`src/rtl/fetch_stall_ctrl.sv`:
```
// Stall and bubble scheduler for the 5-stage MIPS pipeline: Tuse/Tnew data hazards
// plus a busy countdown for the multi-cycle mult/div unit.
module fetch_stall_ctrl #(
    parameter int MULT_CYCLES = 5,
    parameter int DIV_CYCLES  = 10
) (
    input  logic        clk,
    input  logic        clr,
    input  logic [4:0]  d_rs,
    input  logic [4:0]  d_rt,
    input  logic [1:0]  d_tuse_rs,
    input  logic [1:0]  d_tuse_rt,
    input  logic        d_is_md,
    input  logic [4:0]  e_wa,
    input  logic [1:0]  e_tnew,
    input  logic [4:0]  m_wa,
    input  logic [1:0]  m_tnew,
    input  logic        e_md_start,
    input  logic        e_md_div,
    output logic        stall,
    output logic        e_bubble,
    output logic        md_busy,
    output logic [31:0] stall_cnt
);

    localparam logic [3:0] MULT_CNT = 4'(MULT_CYCLES);
    localparam logic [3:0] DIV_CNT  = 4'(DIV_CYCLES);

    logic [3:0]  md_cnt_q, md_cnt_d;
    logic [31:0] stall_cnt_q, stall_cnt_d;
    logic        h_rs, h_rt, h_md;

    // A register that is written by nothing (wa=0) or is $0 can never hazard;
    // Tuse=3 marks an unused operand and is never below any Tnew.
    always_comb begin
        h_rs = (d_rs != 5'd0) &&
               (((d_rs == e_wa) && (d_tuse_rs < e_tnew)) ||
                ((d_rs == m_wa) && (d_tuse_rs < m_tnew)));
        h_rt = (d_rt != 5'd0) &&
               (((d_rt == e_wa) && (d_tuse_rt < e_tnew)) ||
                ((d_rt == m_wa) && (d_tuse_rt < m_tnew)));
        h_md = d_is_md && (e_md_start || md_busy);
    end

    always_ff @(posedge clk) begin
        if (clr) begin
            md_cnt_q    <= 4'd0;
            stall_cnt_q <= 32'd0;
        end else begin
            md_cnt_q    <= md_cnt_d;
            stall_cnt_q <= stall_cnt_d;
        end
    end

    // A start while busy reloads the counter, so the newest op sets the busy window.
    always_comb begin
        md_cnt_d = md_cnt_q;
        if (e_md_start)
            md_cnt_d = e_md_div ? DIV_CNT : MULT_CNT;
        else if (md_cnt_q != 4'd0)
            md_cnt_d = md_cnt_q - 4'd1;
        stall_cnt_d = stall ? stall_cnt_q + 32'd1 : stall_cnt_q;
    end

    always_comb begin
        md_busy   = (md_cnt_q != 4'd0);
        stall     = h_rs | h_rt | h_md;
        e_bubble  = stall;
        stall_cnt = stall_cnt_q;
    end

endmodule

```
`config.mk`:
```
export PLATFORM = sky130hd
export DESIGN_NAME = fetch_stall_ctrl
export DESIGN_NICKNAME = d
export VERILOG_FILES = /design/src/rtl/fetch_stall_ctrl.sv
export SDC_FILE = /design/constraint.sdc
export NUM_CORES = 1
export LEC_CHECK = 0
export ABC_AREA = 0
export CAP_MARGIN = 20
export CORE_ASPECT_RATIO = 1.75
export CORE_MARGIN = 10
export CORE_UTILIZATION = 53
export DETAILED_ROUTE_END_ITERATION = 12
export DONT_BUFFER_PORTS = 1
export PLACE_DENSITY = 0.72
export SYNTH_ARGS = -nofsm -noshare
export SYNTH_HDL_FRONTEND = slang
export SYNTH_SLANG_ARGS = --single-unit
```
`constraint.sdc`:
```
create_clock -name clk -period 4.7 [get_ports clk]
set_input_delay 0.47 -clock clk [delete_from_list [all_inputs] [get_ports clk]]
set_output_delay 0.47 -clock clk [all_outputs]
set_load 0.05 [all_outputs]
```
==> results of run 1 <==
stage by stage:
step / setup slack [ns] / util [%]
after global routing: 1.303 / 56.88
after detailed placement: 1.701 / 54.53
after global placement: 1.833 / 54.53
final: 1.493 / 56.88
after CTS: 1.504 / 56.88
after floorplan: 2.170 / -
power by group through the flow:
stage	Sequential [mW]	Clock, mW	Combinational [mW]
5_1_grt	0.332	0.254	0.109
3_3_place_gp	0.338	0	0.0951
4_1_cts	0.331	0.244	0.0980
2_1_floorplan	0.335	0	0.0912
3_5_place_dp	0.338	0	0.0971
6_report	0.331	0.240	0.0963
flip-flops by register name, indices dropped and copies added (netlist names):
signal,flops
stall_cnt,32
md_cnt_q,4
cell type report:
cell class	instances	area share [%]
multi-input combinational	219	60.51
clock buffer	7	4.120
sequential	36	30.82
tap	49	2.622
inverter	12	1.926
placed cells by master, fill, tap and decap left out, types with 3 or more instances in the layout:
master / synthesis / final
clkbuf_8: 0 / 7
o2111ai_1: 3 / 3
xor2_1: 22 / 22
nand4_1: 8 / 8
nand3_1: 13 / 13
ha_1: 7 / 7
inv_1: 11 / 11
nand2b_1: 3 / 3
or3_1: 18 / 18
nor4_1: 5 / 5
or4_1: 8 / 8
a22oi_1: 3 / 3
o21ai_0: 22 / 22
and4_1: 4 / 4
and3_1: 8 / 8
dfxtp_1: 36 / 36
nor2_1: 15 / 15
nand2_1: 15 / 15
a21oi_1: 31 / 31
nor3_1: 3 / 3
o31ai_1: 5 / 5
a211oi_1: 4 / 4
cells by family (layout without fill, tap and decap cells):
logic type                 after synthesis  count (layout)  share of synthesized area (%)
and+or+nand+nor                        109             109                          27.72
DFF                                     36              36                          32.20
adders and majority gates                7               7                          3.913
AOI/OAI and AO/OA                       77              77                          21.19
xor gates and xnor gates                24              24                          9.391
buffers and inverters                   24              19                          4.583
muxes                                    2               2                          1.006
metal layers:
metal / GRT usage (%) / vias to the layer above / wire length (µm)
li1: - / 1020 / -
met2: 28.54 / 64 / 3211
met4: 9.249 / 0 / 163
met5: 0 / - / 0
met3: 7.821 / 12 / 637
met1: 14.49 / 991 / 2082
worst max-delay path, stage by stage (launching register included):
cell     delay (ns)
dfxtp_1        0.33
inv_1          0.08
ha_1           0.17
nand2_1        0.37
o21ai_0        0.54
o221a_4        0.57
inv_2          0.37
worst min path at each step:
| stage | endpoint | cells past startpoint |
|---|---|---|
| after floorplan | md_cnt_q[2]$_SDFFE_PP0N_ | 3 |
| after global placement | stall_cnt[24]$_SDFFE_PP0P_ | 1 |
| after detailed placement | stall_cnt[19]$_SDFFE_PP0P_ | 1 |
| after CTS | stall_cnt[19]$_SDFFE_PP0P_ | 1 |
| after global routing | stall_cnt[19]$_SDFFE_PP0P_ | 1 |
| final | stall_cnt[15]$_SDFFE_PP0P_ | 1 |
==> key figures, run 1 <==
Logic synthesis
  – Most numerous cell in the Yosys netlist: dfxtp_1
  – Cell variety after synth: 43
  – Post-synth EDFFs: 0
  – Share of the synthesized area in the top cell type: 32.20%
  – Area leader, netlist: dfxtp_1
  – Syn Nets: 319
  – Commonest register cell after synthesis: dfxtp_1
  – Syn Area/Cell: 8.023 µm²
  – Top cells by area, synth: dfxtp_1 32%, xor2_1 8.6%, a21oi_1 6.9%
  – Post-synth top cells: 36 x dfxtp_1, 31 x a21oi_1, 22 x o21ai_0, 22 x xor2_1, 18 x or3_1
  – Cells after synthesis: 279
  – Synthesis-stage register bit count: 36
  – Post-synth ARST share: 0%
  – Sequential cell area fraction in the yosys report: 32.20%
  – Synth Warn #: 0
  – Mapped Area: 2238 µm²

Drt
  – DR WL/cell: 18.87 µm
  – Pre-Repair DR Iteration Count: 4
  – WL final: 6096 µm
  – DR vias/cell: 6.461
  – DRT iter0 DRCs: 53
  – Routed vias: 2087
  – DRC viols: 0
  – Detail Route Antenna Nets: 0

Power and ir drop
  – Internal power: 0.4746 mW
  – Psw: 0.1922 mW
  – Total power: 0.6668 mW
  – Sequential fraction of design power: 49.6%
  – Worst VDD drop: 0.0002613 V
  – Net Sw Frac: 28.83%
  – Combinational share of power: 14.4%
  – Clock power share: 35.9%
  – Static Leak: 0.7601 nW
  – Power per Cell Area: 285.1 nW/µm²

Final layout
  – Filler Cell Count: 428
  – Fin cells: 323
  – Design area: 2338 µm²
  – Multi-input combinational cell area: 1415 µm²
  – Area overhead of the layout relative to synthesis: 4.472%
  – Diodes inserted: 0
  – Layout cells sized above 1: 5.839%
  – Nets@finish: 314
  – Register area: 720.7 µm²

CTS
  – Post-cts sizing count: 0
  – Num CTS Buffers: 5
  – # hold bufs at CTS: 0
  – # clock sinks: 36
  – Clock Tree Buf Depth: 2
  – Root buf cell: clkbuf_8
  – Setup bufs post-CTS: 0
  – CTS H-tree depth: 2
  – Clk_lat worst skew: 0.29 ns
  – CTS tree: done
  – Clk pin slew, worst setup/hold paths: 0.07 ns

STA
  – Hold slack: 0.2462 ns
  – Slew Viols, Final: 0
  – RSZ-0062 raised after global routing: no
  – Setup violators final: 0
  – Worst-margin pin slew: 0.7093 ns
  – Final Cycle Share: 68.24%
  – Sum Neg Setup Slack: 0 ns
  – Worst relative slew slack: 52.65%
  – Max Clock Freq: 0.3118 GHz
  – Final Hold Fails: 0
  – Final min period: 3.207 ns
  – Skew final: 0.009252 ns

Outcome
  – Outcome: finished clean

Floorplan
  – Initial core utilization: 54.44%
  – Core area: 4111 µm²
  – Chip width: 69.13 µm
  – Top-Level Pins: 68
  – Row Count: 31
  – Vert. Die Dim: 106.0 µm
  – Die area: 7325 µm²

Worst setup path
  – Data required, critical path: 4.23 ns
  – Reg2reg end: stall_cnt[30]$_SDFFE_PP0P_
  – Worst setup startpoint: md_cnt_q[0]$_SDFFE_PP0N_
  – WS Path Type: reg2out
  – Critical Path Source Type: flip-flop
  – Reg2reg path depth: 8
  – Critical Path AT: 2.74 ns
  – CP endpoint: e_bubble
  – CP endpoint kind: output port
  – Top fanout value on the critical path: 51
  – R2R setup slack: 1.68 ns
  – RR Startpoint: md_cnt_q[0]$_SDFFE_PP0N_

Place
  – IO buf count: 0
  – HPWL Detailed: 4705 µm
  – Placed Instances: 316
  – Placer Congestion: 0.8795
  – Placed Area: 2242 µm²

Global routing
  – Aggregate global routing overflow: 0
  – Initial antenna violation count: 0
  – Largest net degree at the start of global routing: 52
  – Number of global-route vias before repair: 2019
  – Overall global routing resource usage: 16.11%
  – First-pass GRT wire length: 9942 µm

Worst hold path
  – HP Class: in2reg
  – Worst Hold Launch: clr

Flow run
  – Max-Cap Viols: 0
No activity file was read; power rests on OpenSTA's default activity.
==> run 2, diff against run 1 <==
PLACE_DENSITY = 0.75   (was 0.72)
clock period = 2.65 ns   (was 4.7 ns; I/O delays follow)
==> run 2 against run 1 <==
Compared with the run above: routed wire length rose by 6.8%; combinational power grew 150%; hold slack worse by 0.20 ns; critical path type unchanged.
==> key figures, run 2 (same netlist as run 1, synthesis figures left out) <==
CTS
  – CTS tree: done
  – Clk_lat worst skew: 0.29 ns
  – # hold bufs at CTS: 0
  – # clock sinks: 36
  – Num CTS Buffers: 5
  – Setup bufs post-CTS: 0
  – Post-cts sizing count: 0
  – Clock Tree Buf Depth: 2
  – Clk pin slew, worst setup/hold paths: 0.07 ns
  – Root buf cell: clkbuf_8
  – CTS H-tree depth: 2

STA
  – Skew final: 0.002419 ns
  – Final Cycle Share: 92.86%
  – Worst relative slew slack: 60.20%
  – Max Clock Freq: 0.4064 GHz
  – Sum Neg Setup Slack: 0 ns
  – Final Hold Fails: 0
  – Setup violators final: 0
  – Setup ws final: 0.1892 ns
  – Final min period: 2.461 ns
  – Worst-margin pin slew: 0.5961 ns
  – Slew Viols, Final: 0
  – RSZ-0062 raised after global routing: no
  – Hold slack: 0.04185 ns

Floorplan
  – Die area: 7325 µm²
  – Top-Level Pins: 68
  – Chip width: 69.13 µm
  – Core area: 4111 µm²
  – Vert. Die Dim: 106.0 µm
  – Initial core utilization: 54.44%
  – Row Count: 31

Drt
  – Pre-Repair DR Iteration Count: 4
  – Routed vias: 2270
  – DRT iter0 DRCs: 56
  – WL final: 6509 µm
  – DR WL/cell: 18.34 µm
  – DRC viols: 0
  – Detail Route Antenna Nets: 0
  – DR vias/cell: 6.394

Global routing
  – Aggregate global routing overflow: 0
  – Largest net degree at the start of global routing: 52
  – First-pass GRT wire length: 10390 µm
  – Overall global routing resource usage: 16.67%
  – Initial antenna violation count: 0
  – Number of global-route vias before repair: 2173

Final layout
  – Layout cells sized above 1: 15.36%
  – Design area: 2589 µm²
  – Diodes inserted: 0
  – Max reg flops: 32
  – Most common cell after layout, fill and taps aside: dfxtp_1
  – Filler Cell Count: 410
  – Area overhead of the layout relative to synthesis: 15.65%
  – Nets@finish: 346
  – Commonest cells after routing, fill and taps aside: 36 x dfxtp_1, 31 x a21oi_1, 29 x buf_4, 22 x xor2_1, 22 x o21ai_0
  – Final core occ: 62.96%

Worst setup path
  – Reg2reg path depth: 8
  – WS Path Type: reg2out
  – CP endpoint kind: output port
  – Data required, critical path: 2.38 ns
  – R2R setup slack: 0.44 ns
  – Worst setup startpoint: md_cnt_q[0]$_SDFFE_PP0N_
  – RR Startpoint: md_cnt_q[0]$_SDFFE_PP0N_
  – Top fanout value on the critical path: 26
  – Critical Path AT: 2.20 ns
  – Critical Path Source Type: flip-flop

Power and ir drop
  – Worst VDD drop: 0.0004580 V
  – Power per Cell Area: 450.7 nW/µm²
  – Static Leak: 0.9297 nW

Place
  – Dpl ws: 0.3550 ns
  – Placer Congestion: 0.9344
  – HPWL Detailed: 5018 µm
  – IO buf count: 0
  – Placed Area: 2500 µm²

Worst hold path
  – Worst Hold Launch: clr
  – Hold path depth: 1
  – HP Class: in2reg

Flow run
  – Max-Cap Viols: 0

Outcome
  – Outcome: finished clean
run 2: power breakdown:
group / leakage, nW / switching (mW) / internal, mW
sequential: 0.291 / 0.00810 / 0.553
combinational: 0.597 / 0.153 / 0.0862
clock: 0.0410 / 0.188 / 0.179
total: 0.930 / 0.349 / 0.818
run 2: final cells by class:
type / count / area (µm²) / area share, %
clock buffers: 6 / 72.57 / 2.803
flip-flops and latches: 36 / 720.7 / 27.84
repair buffers: 31 / 257.7 / 9.957
multi-input cells: 220 / 1426 / 55.10
well taps: 49 / 61.31 / 2.368
clock inverters: 1 / 5.005 / 0.1933
inverters: 12 / 45.04 / 1.740
run 2: per-layer routing:
metal / part of all wire, % / vias to the layer above / GRT usage (%)
li1: - / 1090 / -
met1: 34 / 1093 / 15.44
met2: 53 / 78 / 31.04
met3: 11 / 9 / 8.194
met4: 1.2 / 0 / 4.913
met5: 0 / - / 0
run 2: path summary, 6_finish.rpt:
| check | end |
|---|---|
| hold reg to reg | md_cnt_q[2]$_SDFFE_PP0N_ |
| setup / recovery | stall |
| hold / removal | stall_cnt[19]$_SDFFE_PP0P_ |
| setup reg to reg | stall_cnt[30]$_SDFFE_PP0P_ |
run 2: critical path: stages (launching register included):
cell     delay, ns
dfxtp_1       0.34
inv_1         0.08
ha_1          0.16
nand2_1       0.07
o21ai_0       0.43
o221a_4       0.47
inv_2         0.18
buf_12        0.19
run 2: through the flow:
step / power [mW] / cells
2_1_floorplan: 0.7568 / 279
3_5_place_dp: 0.8056 / 347
6_report: 1.167 / 355
4_1_cts: 1.164 / 354
5_1_grt: 1.219 / 355
3_3_place_gp: 0.8001 / 347
==> run 3, diff against run 2 <==
SLEW_MARGIN = 20   (was not set)
==> results of run 3 <==
Same layout as run 2: the final DEF is identical, and so are final timing and power.
